**src/rtl/wb_pkg.sv**
```systemverilog
// Shared types and constants for the writeback/memory controller.
package wb_pkg;

  localparam int unsigned RD_W   = 5;
  localparam int unsigned DATA_W = 32;

  typedef enum logic [1:0] {
    ST_IDLE     = 2'd0,
    ST_MEM_WAIT = 2'd1,
    ST_WB       = 2'd2
  } wb_state_t;

  localparam logic [1:0] SEL_ALU = 2'b00;
  localparam logic [1:0] SEL_MEM = 2'b01;
  localparam logic [1:0] SEL_PC4 = 2'b10;

endpackage

```
**src/rtl/wb_controller_if.sv**
```systemverilog
// Decode/memory/register-file signal bundle seen by the writeback controller.
interface wb_controller_if;
  import wb_pkg::*;

  logic              instr_valid;
  logic              is_load;
  logic              is_store;
  logic              is_jump;
  logic              reg_write;
  logic [RD_W-1:0]   rd;
  logic              dmem_ack;
  logic [DATA_W-1:0] dmem_rdata;
  logic [1:0]        sel_dm;
  logic              rf_we;
  logic [RD_W-1:0]   rf_waddr;
  logic              dmem_req;
  logic              dmem_we;
  logic [DATA_W-1:0] load_data;
  logic              stall;
  logic              mem_err;

  modport master (
    input  instr_valid, is_load, is_store, is_jump, reg_write, rd,
           dmem_ack, dmem_rdata,
    output sel_dm, rf_we, rf_waddr, dmem_req, dmem_we, load_data,
           stall, mem_err
  );

  modport slave (
    output instr_valid, is_load, is_store, is_jump, reg_write, rd,
           dmem_ack, dmem_rdata,
    input  sel_dm, rf_we, rf_waddr, dmem_req, dmem_we, load_data,
           stall, mem_err
  );

endinterface

```
**src/rtl/wb_timeout_ctr.sv**
```systemverilog
// Wait-cycle counter for an outstanding memory access; saturates at TIMEOUT-1.
module wb_timeout_ctr #(
  parameter int unsigned TIMEOUT = 16
) (
  input  logic clk,
  input  logic rst,
  input  logic clear,
  input  logic enable,
  output logic expired
);

  localparam int unsigned CW = $clog2(TIMEOUT) + 1;

  logic [CW-1:0] count;

  always_ff @(posedge clk) begin
    if (rst || clear) begin
      count <= '0;
    end else if (enable && !expired) begin
      count <= count + CW'(1);
    end
  end

  assign expired = (count == CW'(TIMEOUT - 1));

endmodule

```
**src/rtl/wb_controller.sv**
```systemverilog
// Writeback/memory sequencing controller: single-cycle ALU/jump writes,
// multi-cycle load/store handshake with timeout abort.
module wb_controller
  import wb_pkg::*;
#(
  parameter int unsigned TIMEOUT = 16
) (
  input  logic             clk,
  input  logic             rst,
  wb_controller_if.master  bus
);

  wb_state_t         state;
  wb_state_t         state_next;
  logic [RD_W-1:0]   rd_q;
  logic              op_load;
  logic [DATA_W-1:0] load_data_q;
  logic              mem_err_q;
  logic              expired;
  logic              start_mem;

  logic [1:0]        sel_dm;
  logic              rf_we;
  logic [RD_W-1:0]   rf_waddr;
  logic              dmem_req;
  logic              dmem_we;
  logic              stall;

  assign start_mem = bus.instr_valid && (bus.is_load || bus.is_store);

  wb_timeout_ctr #(.TIMEOUT(TIMEOUT)) u_timeout (
    .clk     (clk),
    .rst     (rst),
    .clear   (state != ST_MEM_WAIT),
    .enable  (state == ST_MEM_WAIT),
    .expired (expired)
  );

  always_ff @(posedge clk) begin
    if (rst) state <= ST_IDLE;
    else     state <= state_next;
  end

  // Ack on the final wait cycle takes priority over the timeout.
  always_comb begin
    state_next = state;
    case (state)
      ST_IDLE:     if (start_mem) state_next = ST_MEM_WAIT;
      ST_MEM_WAIT: begin
        if (bus.dmem_ack)  state_next = op_load ? ST_WB : ST_IDLE;
        else if (expired)  state_next = ST_IDLE;
      end
      ST_WB:       state_next = ST_IDLE;
      default:     state_next = ST_IDLE;
    endcase
  end

  always_ff @(posedge clk) begin
    if (rst) begin
      rd_q        <= '0;
      op_load     <= 1'b0;
      load_data_q <= '0;
      mem_err_q   <= 1'b0;
    end else begin
      mem_err_q <= (state == ST_MEM_WAIT) && !bus.dmem_ack && expired;
      if (state == ST_IDLE && start_mem) begin
        rd_q    <= bus.rd;
        op_load <= bus.is_load;
      end
      if (state == ST_MEM_WAIT && bus.dmem_ack && op_load) begin
        load_data_q <= bus.dmem_rdata;
      end
    end
  end

  // Outputs are quiet while reset is held so an abandoned access never writes.
  always_comb begin
    sel_dm   = SEL_ALU;
    rf_we    = 1'b0;
    rf_waddr = '0;
    dmem_req = 1'b0;
    dmem_we  = 1'b0;
    stall    = 1'b0;
    if (!rst) begin
      case (state)
        ST_IDLE: begin
          if (start_mem) begin
            stall = 1'b1;
          end else if (bus.instr_valid && bus.reg_write && bus.rd != '0) begin
            rf_we    = 1'b1;
            rf_waddr = bus.rd;
            sel_dm   = bus.is_jump ? SEL_PC4 : SEL_ALU;
          end
        end
        ST_MEM_WAIT: begin
          dmem_req = 1'b1;
          dmem_we  = !op_load;
          stall    = 1'b1;
        end
        ST_WB: begin
          if (rd_q != '0) begin
            rf_we    = 1'b1;
            rf_waddr = rd_q;
            sel_dm   = SEL_MEM;
          end
        end
        default: ;
      endcase
    end
  end

  assign bus.sel_dm    = sel_dm;
  assign bus.rf_we     = rf_we;
  assign bus.rf_waddr  = rf_waddr;
  assign bus.dmem_req  = dmem_req;
  assign bus.dmem_we   = dmem_we;
  assign bus.stall     = stall;
  assign bus.load_data = load_data_q;
  assign bus.mem_err   = mem_err_q;

endmodule
```
**src/flat_wrapper.sv**
```systemverilog
// flat-port wrapper written by rule: the top's interface ports become plain ports
module wb_controller_flat import wb_pkg::*;
#(
  parameter int unsigned TIMEOUT = 16
)
  (clk, rst, bus_instr_valid, bus_is_load, bus_is_store, bus_is_jump, bus_reg_write, bus_rd, bus_dmem_ack, bus_dmem_rdata, bus_sel_dm, bus_rf_we, bus_rf_waddr, bus_dmem_req, bus_dmem_we, bus_load_data, bus_stall, bus_mem_err);
  wb_controller_if bus_i ();
  input  logic clk;
  input  logic rst;
  input wire logic [$bits(bus_i.instr_valid)-1:0] bus_instr_valid;
  input wire logic [$bits(bus_i.is_load)-1:0] bus_is_load;
  input wire logic [$bits(bus_i.is_store)-1:0] bus_is_store;
  input wire logic [$bits(bus_i.is_jump)-1:0] bus_is_jump;
  input wire logic [$bits(bus_i.reg_write)-1:0] bus_reg_write;
  input wire logic [$bits(bus_i.rd)-1:0] bus_rd;
  input wire logic [$bits(bus_i.dmem_ack)-1:0] bus_dmem_ack;
  input wire logic [$bits(bus_i.dmem_rdata)-1:0] bus_dmem_rdata;
  output wire logic [$bits(bus_i.sel_dm)-1:0] bus_sel_dm;
  output wire logic [$bits(bus_i.rf_we)-1:0] bus_rf_we;
  output wire logic [$bits(bus_i.rf_waddr)-1:0] bus_rf_waddr;
  output wire logic [$bits(bus_i.dmem_req)-1:0] bus_dmem_req;
  output wire logic [$bits(bus_i.dmem_we)-1:0] bus_dmem_we;
  output wire logic [$bits(bus_i.load_data)-1:0] bus_load_data;
  output wire logic [$bits(bus_i.stall)-1:0] bus_stall;
  output wire logic [$bits(bus_i.mem_err)-1:0] bus_mem_err;
  assign bus_i.instr_valid = bus_instr_valid;
  assign bus_i.is_load = bus_is_load;
  assign bus_i.is_store = bus_is_store;
  assign bus_i.is_jump = bus_is_jump;
  assign bus_i.reg_write = bus_reg_write;
  assign bus_i.rd = bus_rd;
  assign bus_i.dmem_ack = bus_dmem_ack;
  assign bus_i.dmem_rdata = bus_dmem_rdata;
  assign bus_sel_dm = bus_i.sel_dm;
  assign bus_rf_we = bus_i.rf_we;
  assign bus_rf_waddr = bus_i.rf_waddr;
  assign bus_dmem_req = bus_i.dmem_req;
  assign bus_dmem_we = bus_i.dmem_we;
  assign bus_load_data = bus_i.load_data;
  assign bus_stall = bus_i.stall;
  assign bus_mem_err = bus_i.mem_err;
  wb_controller #(.TIMEOUT(TIMEOUT)) u_core (.clk(clk), .rst(rst), .bus(bus_i));
endmodule
```
**config.mk**
```make
export PLATFORM = sky130hd
export DESIGN_NAME = wb_controller_flat
export DESIGN_NICKNAME = d
export VERILOG_FILES = /design/src/rtl/wb_pkg.sv /design/src/rtl/wb_controller_if.sv /design/src/rtl/wb_timeout_ctr.sv /design/src/rtl/wb_controller.sv /design/src/flat_wrapper.sv
export SDC_FILE = /design/constraint.sdc
export NUM_CORES = 1
export LEC_CHECK = 0
export ABC_AREA = 1
export CAP_MARGIN = 20
export CORE_UTILIZATION = 41
export DETAILED_ROUTE_END_ITERATION = 12
export PLACE_DENSITY = 0.79
export SLEW_MARGIN = 20
export SYNTH_ARGS = -nofsm -noshare
export SYNTH_HDL_FRONTEND = slang
export SYNTH_SLANG_ARGS = --single-unit
```
**constraint.sdc**
```tcl
create_clock -name clk -period 2.6 [get_ports clk]
set_clock_uncertainty 0.05 [all_clocks]
set_input_delay 0.39 -clock clk [delete_from_list [all_inputs] [get_ports clk]]
set_output_delay 0.39 -clock clk [all_outputs]
set_load 0.1 [all_outputs]
```
==> flow_summary.ini, run 1 <==
[status]
run_status = completed

[pwr]
power_density_nw_per_um2 = 493
power.static_leakage_uw = 0.00118
vdd.ir_drop.worst_mv = 0.199

[synth]
synthesis.yosys.warnings = 0
post-synth-top-count-cell = sky130_fd_sc_hd__nor2_1
synth_top_flop_cell = sky130_fd_sc_hd__dfxtp_1
synth_cell_types = 22
yosysTopAreaCell = sky130_fd_sc_hd__dfxtp_1
seq_area_frac_synth_pct = 50.0
synth.top_cells.by_count = sky130_fd_sc_hd__nor2_1 (79), sky130_fd_sc_hd__dfxtp_1 (46), sky130_fd_sc_hd__o21ai_0 (35), sky130_fd_sc_hd__nand2_1 (17), sky130_fd_sc_hd__inv_1 (16)
netlist_top_cells_area = sky130_fd_sc_hd__dfxtp_1 (50%), sky130_fd_sc_hd__nor2_1 (16%), sky130_fd_sc_hd__o21ai_0 (9.5%), sky130_fd_sc_hd__a21oi_1 (4.1%), sky130_fd_sc_hd__nand2_1 (3.5%)
synth_top_area_share_pct = 50.0
async_flop_share_pct = 0
ys_seq_elements = 46
synth.cell_area_um2 = 1840
avgSynthCellArea_um2 = 7.49
synth_nets = 293
syn-instance-count = 246
synth-edff-count = 0

[finish]
areaGrowthSynthToFinish_pct = 57.4
layout-drive-gt1-share_pct = 20.0
final.fill_count = 375
multi_input_comb_area_um2 = 810
finalCoreUtilization_pct = 67.1
antennaDiodeCount = 0
seqCellArea_um2 = 921
finalNetCount = 381

[floorplan]
core.rowCount = 24
coreArea_um2 = 4320
die_h_um = 69.0
initial_utilization_pct = 42.6
die-area_um2 = 4770
io_pins = 89
fp.dieW_um = 69.0

[critical_path]
crit_path_end_kind = output port
crit_path_start_kind = primary input
setup.worst_path.end = bus_sel_dm[1]
worstSetupPathType = in2out
crit_path_max_fanout = 3
critPathRequiredTime_ns = 2.16
worstSetupStartpoint = bus_instr_valid
regToRegSetupSlack_ns = 0.96
arrival_ns = 1.77
ff2ff_path_depth = 9
regToRegStartpoint = u_core.u_timeout.count[0]$_SDFFE_PN0P_
regToRegEndpoint = u_core.u_timeout.count[3]$_SDFFE_PN0P_

[detailed_routing]
drc = 0
antenna_violating_nets_post_route = 0
drt-initial-drc-count = 90
via_count = 1852
drt_pass1_iterations = 4
totalWireLength_um = 4490
vias_per_instance = 4.79
route.detailed.wl_per_inst_um = 11.6

[clocking]
number_of_clock_sinks = 46
tritoncts = yes
ctsRootBufferMaster = sky130_fd_sc_hd__clkbuf_8
post_cts.resized_instances = 0
insertion_delay_ns = 0.29
cts_hold_repair.buffers = 0
ctsLongestPathBuffers = 2
post-cts-setup-buffer-count = 0
numCtsBuffers = 5
h-tree-depth = 2
cts.reportedPaths.clkPinSlew_ns = 0.08

[global_routing]
grt_pass1_wl_um = 7560
grt_antenna_before_repair = 0
grt_pass1_vias = 1720
grt_start_max_net_pins = 33
overflow = 0
grtUsageTotal_pct = 19.4

[timing]
fmax_mhz = 453
timing.final.crit_share_pct = 84.9
final.min_clock_period_ns = 2.21
tightest_slew_ns = 0.527
timing_hold_violations_final = 0
max_slew_margin_pct = 64.8
final-max-slew-violation-count = 0
tns_ns = 0
grt_setup_unrepaired = false
setup_viol_count_final = 0

[place]
hpwl_um = 3350
place.port_buffers = 88
routabilityCongestion = 0.797

[hold_path]
min_delay_path_depth = 2
hold_path.class = reg2reg

[run]
max_cap_violations = 0
## routing by layer
| metal | GRT usage (%) | part of all wire (%) | routed length (um) |
|---|---|---|---|
| met1 | 23.9 | 45 | 2030 |
| met2 | 31.7 | 45 | 2040 |
| met3 | 6.73 | 8.7 | 390 |
| met4 | 6.12 | 0.58 | 26 |
| met5 | 0 | 0 | 0 |
## cells in the final DEF (no fill, tap or decap), drive strengths merged, types with 2 or more instances in the layout
cell type,n
nor2,80
clkdlybuf4s50,44
dfxtp,46
o21ai,40
ha,2
buf,49
nand4,4
a31oi,2
nand2,17
nor3,2
clkbuf,7
xor2,2
inv,18
a21oi,15
nand3,4
## cell type report
cell class / instances / area share (%)
inverters: 18 / 2.33
clock buffers: 7 / 2.98
multi-input cells: 170 / 27.9
well taps: 52 / 2.24
flip-flops and latches: 46 / 31.8
clock inverters: 1 / 0.173
repair buffers: 93 / 32.6
## flip-flops by register name (all words and copies together) (netlist names)
| name | count |
|---|---|
| u_core.u_timeout.count | 5 |
| u_core.rd_q | 5 |
| u_core.op_load | 1 |
| u_core.state | 2 |
| u_core.bus.load_data | 32 |
| u_core.bus.mem_err | 1 |
## kinds of logic (layout without fill, tap and decap cells)
kind of cell | after synthesis | count (layout) | share of synthesized area, %
xor+xnor | 2 | 2 | 0.951
fa+ha+maj | 2 | 2 | 1.36
flops | 46 | 46 | 50.0
compound gates | 57 | 57 | 15.6
simple gates | 109 | 109 | 24.6
buf+inv | 30 | 119 | 7.54
## critical path, stage by stage
cell and delay, ns:
sky130_fd_sc_hd__clkdlybuf4s50_1 0.47, sky130_fd_sc_hd__nand2_1 0.07, sky130_fd_sc_hd__nor3_1 0.30, sky130_fd_sc_hd__nand2_1 0.13, sky130_fd_sc_hd__nor2_1 0.19, sky130_fd_sc_hd__buf_12 0.20
## worst min path at each step
stage / start / to / slack [ns]
floorplan: u_core.rd_q[0]$_SDFFE_PP0P_ / u_core.rd_q[0]$_SDFFE_PP0P_ / 0.39
global placement: u_core.rd_q[0]$_SDFFE_PP0P_ / u_core.rd_q[0]$_SDFFE_PP0P_ / 0.40
detailed placement: u_core.rd_q[2]$_SDFFE_PP0P_ / u_core.rd_q[2]$_SDFFE_PP0P_ / 0.42
CTS: u_core.rd_q[2]$_SDFFE_PP0P_ / u_core.rd_q[2]$_SDFFE_PP0P_ / 0.43
global route: u_core.rd_q[2]$_SDFFE_PP0P_ / u_core.rd_q[2]$_SDFFE_PP0P_ / 0.45
finish: u_core.rd_q[1]$_SDFFE_PP0P_ / u_core.rd_q[1]$_SDFFE_PP0P_ / 0.43
## metrics by stage
stage	cells	power [uW]	cell area (um^2)	setup slack [ns]	hold WS, ns
3_3_place_gp	379	1010	2810	0.392	0.405
2_1_floorplan	246	892	1870	0.0251	0.393
4_1_cts	387	1450	2900	0.386	0.428
6_report	387	1430	2900	0.392	0.432
5_1_grt	387	1500	2900	0.174	0.453
3_5_place_dp	379	1010	2810	0.398	0.415
## power by group
group	leakage (uW)	switching, uW	total (uW)	internal [uW]
Combinational	0.000756	154	266	113
Sequential	0.000372	8.83	728	719
Clock	0.0000482	220	435	215
Total	0.00118	383	1430	1050
Note: power is estimated with default switching activity, not from simulation.
==> run 2, diff against run 1 <==
--- a/config.mk
+++ b/config.mk
@@ -7,9 +7,9 @@
 export LEC_CHECK = 0
 export ABC_AREA = 1
 export CAP_MARGIN = 20
-export CORE_UTILIZATION = 41
+export CORE_UTILIZATION = 40
 export DETAILED_ROUTE_END_ITERATION = 12
-export PLACE_DENSITY = 0.79
+export PLACE_DENSITY = 0.77
 export SLEW_MARGIN = 20
 export SYNTH_ARGS = -nofsm -noshare
 export SYNTH_HDL_FRONTEND = slang
==> constraint.sdc (replaced) <==
create_clock -name clk -period 2.06 [get_ports clk]
set_clock_uncertainty 0.05 [all_clocks]
set_input_delay 0.309 -clock clk [delete_from_list [all_inputs] [get_ports clk]]
set_output_delay 0.309 -clock clk [all_outputs]
set_load 0.1 [all_outputs]
==> run 2 against run 1 <==
Against the previous run: register-to-register slack got worse by 0.58 ns; critical path depth rose by 1; die area is 2.4% higher; worst setup slack got worse by 0.31 ns; non-clock buffer count rose by 2; combinational power rose by 29%; sequential share of layout area decreased by 0.90 points; utilization is 1.0 points higher; critical endpoint is now bus_rf_we; highest routed layer unchanged.
==> flow_summary.ini, run 2 (synthesis results as in run 1) <==
[status]
run_status = completed

[finish]
layout-drive-gt1-share_pct = 22.6
layout_commonest_cell = sky130_fd_sc_hd__nor2_1
largest_register_ffs = 32
areaGrowthSynthToFinish_pct = 62.0
layout_common_cells = sky130_fd_sc_hd__nor2_1 (72), sky130_fd_sc_hd__dfxtp_1 (46), sky130_fd_sc_hd__clkdlybuf4s50_1 (42), sky130_fd_sc_hd__buf_4 (39), sky130_fd_sc_hd__o21ai_0 (34)
finalCoreUtilization_pct = 68.1
antennaDiodeCount = 0
final.fill_count = 375
finalNetCount = 383

[detailed_routing]
drt-initial-drc-count = 73
drc = 0
antenna_violating_nets_post_route = 0
drt_pass1_iterations = 4
vias_per_instance = 4.73
totalWireLength_um = 4420
route.detailed.wl_per_inst_um = 11.4
via_count = 1840

[timing]
grt_setup_unrepaired = false
final.min_clock_period_ns = 1.98
timing_hold_violations_final = 0
final-max-slew-violation-count = 0
tns_ns = 0
fmax_mhz = 504
max_slew_margin_pct = 80.9
tightest_slew_ns = 0.288
timing.final.crit_share_pct = 96.3
setup_viol_count_final = 0

[floorplan]
fp.dieW_um = 69.9
die_h_um = 69.9
die-area_um2 = 4880
initial_utilization_pct = 42.0
io_pins = 89
core.rowCount = 24
coreArea_um2 = 4380

[clocking]
tritoncts = yes
h-tree-depth = 2
insertion_delay_ns = 0.28
ctsLongestPathBuffers = 2
numCtsBuffers = 5
ctsRootBufferMaster = sky130_fd_sc_hd__clkbuf_8
cts.reportedPaths.clkPinSlew_ns = 0.08
post-cts-setup-buffer-count = 0
number_of_clock_sinks = 46

[global_routing]
grt_antenna_before_repair = 0
grtUsageTotal_pct = 18.8
grt_start_max_net_pins = 25
grt_pass1_wl_um = 7450
grt_pass1_vias = 1689
overflow = 0

[critical_path]
worstSetupPathType = in2out
crit_chain = clkdlybuf4s50_1 > inv_1 > nor2_2 > nor3_2 > nand2_1 > a21oi_2 > buf_12
slowest_delay_ns = 0.43
crit_slowest_cell = sky130_fd_sc_hd__clkdlybuf4s50_1
crit_path_max_fanout = 3
crit_path_start_kind = primary input
crit_path_end_kind = output port
critPathRequiredTime_ns = 1.70
arrival_ns = 1.62

[place]
routabilityCongestion = 0.812
hpwl_um = 3310
place.port_buffers = 88

[pwr]
power_density_nw_per_um2 = 639
power.static_leakage_uw = 0.00121
vdd.ir_drop.worst_mv = 0.390

[run]
max_cap_violations = 0

[hold_path]
hold_path.class = in2reg
==> run 2: cell count changes in the layout (fill, tap and decap cells not counted), moves of 2 or more <==
cell,change
sky130_fd_sc_hd__nor2_1,-7
sky130_fd_sc_hd__nor2_2,+7
sky130_fd_sc_hd__dlymetal6s2s_1,+2
sky130_fd_sc_hd__a21oi_4,+2
sky130_fd_sc_hd__a21oi_2,-2
sky130_fd_sc_hd__clkdlybuf4s50_1,-2
==> run 2: layer usage <==
metal | vias up | GRT usage, % | wire length [um] | part of all wire (%)
met5 | - | 0 | 0 | 0
met4 | 0 | 5.33 | 42 | 0.95
met3 | 4 | 4.91 | 202 | 4.6
met2 | 54 | 34.2 | 2230 | 50
met1 | 813 | 21.4 | 1940 | 44
li1 | 969 | - | - | -
==> run 2: worst max-delay path: cells and delay by family <==
family / cells / cell delay [ns]
buf+inv: 3 / 0.70
simple gates: 3 / 0.41
compound gates: 1 / 0.20
==> run 2: layout make-up <==
| cell class | count | area, um^2 | share of cell area (%) |
|---|---|---|---|
| timing repair buffer | 95 | 978 | 32.8 |
| sequential | 46 | 921 | 30.8 |
| multi-input combinational | 170 | 847 | 28.4 |
| clock buffer | 7 | 76.3 | 2.56 |
| inverter | 18 | 67.6 | 2.26 |
| tap | 52 | 65.1 | 2.18 |
| clock inverter | 1 | 30.0 | 1.01 |
==> run 2: path summary, 6_finish.rpt <==
path | start | to | slack (ns) | cells past startpoint
hold / removal | bus_is_load | u_core.op_load$_SDFFE_PP0P_ | 0.28 | 3
setup reg to reg | u_core.u_timeout.count[0]$_SDFFE_PN0P_ | u_core.u_timeout.count[3]$_SDFFE_PN0P_ | 0.38 | 9
setup / recovery | bus_instr_valid | bus_rf_we | 0.08 | 7
hold reg to reg | u_core.rd_q[2]$_SDFFE_PP0P_ | u_core.rd_q[2]$_SDFFE_PP0P_ | 0.42 | 2
==> run 2: repair_timing <==
action	4_1_cts	5_1_grt
setup endpoints to repair	4	4
endpoints found under the hold margin	0	0
pin swaps	0	5
hold buffers	0	0
resized for setup	2	6
==> run 2: per-stage QoR <==
step	total power, uW	hold WS, ns	cell area (um^2)	instances	setup slack [ns]
after global placement	1280	0.406	2860	381	-0.0197
after floorplan	1130	0.328	1890	246	-0.0701
final	1910	0.278	2990	389	0.0769
after CTS	1930	0.426	2970	389	0.0414
after global routing	2000	0.301	2990	389	0.00476
after detailed placement	1280	0.414	2860	381	-0.0507
==> run 2: power by group <==
group,switching [uW],internal (uW)
logic,198,144
clock network,282,363
registers,11.8,908
total,492,1420
==> run 3, diff against run 2 <==
--- a/config.mk
+++ b/config.mk
@@ -7,6 +7,7 @@
 export LEC_CHECK = 0
 export ABC_AREA = 1
 export CAP_MARGIN = 20
+export CORE_ASPECT_RATIO = 0.8
 export CORE_UTILIZATION = 40
 export DETAILED_ROUTE_END_ITERATION = 12
 export PLACE_DENSITY = 0.77
==> run 3 against run 2 <==
Against the previous run: non-clock buffer count is the same; design area is 0.38% higher; worst hold slack worse by 0.00058 ns; die area about the same; first-iteration DRC count up 130%; clock-buffer cell count fell by 1; via count rose by 1.7%; clock power is 19% lower; critical path type unchanged; critical endpoint is now bus_rf_waddr[1]; largest cell class unchanged.
==> flow_summary.ini, run 3 (synthesis results as in run 1) <==
[status]
run_status = completed

[global_routing]
grt_start_max_net_pins = 28
grt_pass1_wl_um = 8160
grtUsageTotal_pct = 21.2
grt_antenna_before_repair = 0
grt_pass1_vias = 1740
overflow = 0

[finish]
antennaDiodeCount = 0
finalCoreUtilization_pct = 69.5
largest_register_ffs = 32
layout_common_cells = sky130_fd_sc_hd__nor2_1 (73), sky130_fd_sc_hd__dfxtp_1 (46), sky130_fd_sc_hd__buf_4 (39), sky130_fd_sc_hd__clkdlybuf4s50_1 (37), sky130_fd_sc_hd__o21ai_0 (34)
layout-drive-gt1-share_pct = 23.2
finalNetCount = 383
layout_commonest_cell = sky130_fd_sc_hd__nor2_1
areaGrowthSynthToFinish_pct = 62.6
final.fill_count = 396
final_cell_count_no_fill = 393

[hold_path]
hold_path.class = in2reg

[detailed_routing]
totalWireLength_um = 4820
drc = 0
route.detailed.wl_per_inst_um = 12.3
antenna_violating_nets_post_route = 0
vias_per_instance = 4.76
drt-initial-drc-count = 166
drt_pass1_iterations = 4
via_count = 1872

[clocking]
number_of_clock_sinks = 46
h-tree-depth = 2
cts.reportedPaths.clkPinSlew_ns = 0.08
ctsRootBufferMaster = sky130_fd_sc_hd__clkbuf_8
post-cts-setup-buffer-count = 0
tritoncts = yes
cts_hold_repair.buffers = 0
insertion_delay_ns = 0.29
ctsLongestPathBuffers = 2
numCtsBuffers = 5

[timing]
final-max-slew-violation-count = 0
setup_viol_count_final = 0
tightest_slew_ns = 0.352
timing.final.crit_share_pct = 96.2
timing_hold_violations_final = 0
fmax_mhz = 505
final.min_clock_period_ns = 1.98
grt_setup_unrepaired = false
final_worst_setup_slack_ns = 0.0793
max_slew_margin_pct = 76.4
tns_ns = 0

[critical_path]
path_buf_inv = 2
slowest_delay_ns = 0.51
critPathRequiredTime_ns = 1.70
crit_path_max_fanout = 4
worstSetupPathType = in2out
crit_path_end_kind = output port
crit_slowest_cell = sky130_fd_sc_hd__clkdlybuf4s50_1
crit_family = buffers and inverters
crit_path_start_kind = primary input
crit_chain = clkdlybuf4s50_1 > nand3b_1 > nand4_1 > a21oi_2 > buf_12
arrival_ns = 1.62

[place]
placedCellCount = 386
hpwl_um = 3640
routabilityCongestion = 0.799
dp_worst_setup_slack_ns = -0.0847
place.port_buffers = 88

[floorplan]
coreArea_um2 = 4310
die_h_um = 62.7
die-area_um2 = 4880
core.rowCount = 21
fp.dieW_um = 77.9
initial_utilization_pct = 42.8
io_pins = 89

[pwr]
vdd.ir_drop.worst_mv = 0.471
power.static_leakage_uw = 0.00124
power_density_nw_per_um2 = 598

[run]
max_cap_violations = 0
[run 3: cell types whose count changed in the layout (fill, tap and decap cells not counted), moves of 2 or more]
cell / before / now
sky130_fd_sc_hd__dlymetal6s2s_1: 2 / 7
sky130_fd_sc_hd__clkdlybuf4s50_1: 42 / 37
sky130_fd_sc_hd__nor2_2: 7 / 5
sky130_fd_sc_hd__inv_1: 16 / 14
sky130_fd_sc_hd__inv_2: 2 / 4
[run 3: per-stage QoR]
step / power (uW) / instance area [um^2] / hold WS [ns]
floorplan: 1130 / 1890 / 0.328
global placement: 1280 / 2870 / 0.409
detailed placement: 1280 / 2870 / 0.419
CTS: 1800 / 2950 / 0.430
global route: 1880 / 3000 / 0.315
finish: 1790 / 3000 / 0.277
[run 3: power by group]
part           switching (uW)  internal [uW]  leakage (uW)  total, uW
logic                     204            144      0.000835        348
registers                12.4            908      0.000372        920
clock network             290            233     0.0000373        522
total                     505           1290       0.00124       1790
[run 3: worst register-to-register path: cells and delay by family (launching register included)]
family / cells / cell delay [ns]
simple gates: 5 / 0.47
xor+xnor: 1 / 0.16
buf+inv: 1 / 0.13
fa+ha+maj: 2 / 0.39
flops: 1 / 0.34
[run 3: path summary, 6_finish.rpt]
kind	from	to	depth (start not counted)	slack, ns
worst max-delay path	bus_rd[4]	bus_rf_waddr[1]	5	0.08
worst min-delay path	bus_is_load	u_core.op_load$_SDFFE_PP0P_	3	0.28
worst max register to register	u_core.u_timeout.count[0]$_SDFFE_PN0P_	u_core.u_timeout.count[3]$_SDFFE_PN0P_	9	0.41
worst min register to register	u_core.rd_q[2]$_SDFFE_PP0P_	u_core.rd_q[2]$_SDFFE_PP0P_	2	0.43
[run 3: what timing repair did]
action | in CTS | in global routing
resized for setup | 2 | 16
endpoints found under the setup margin | 4 | 7
pin swaps | 0 | 6
[run 3: cell type report]
type / count / area, um^2 / area share [%]
inverter: 18 / 67.6 / 2.25
multi-input combinational: 170 / 866 / 28.9
timing repair buffer: 95 / 991 / 33.1
tap: 57 / 71.3 / 2.38
sequential: 46 / 921 / 30.7
clock inverter: 1 / 7.51 / 0.251
clock buffer: 6 / 72.6 / 2.42
[run 3: routing by layer]
metal	share of wire (%)	wire (um)	GRT usage (%)
met1	47	2260	27.5
met2	46	2200	34.1
met3	6.1	296	5.40
met4	1.2	57	7.64
met5	0	0	0
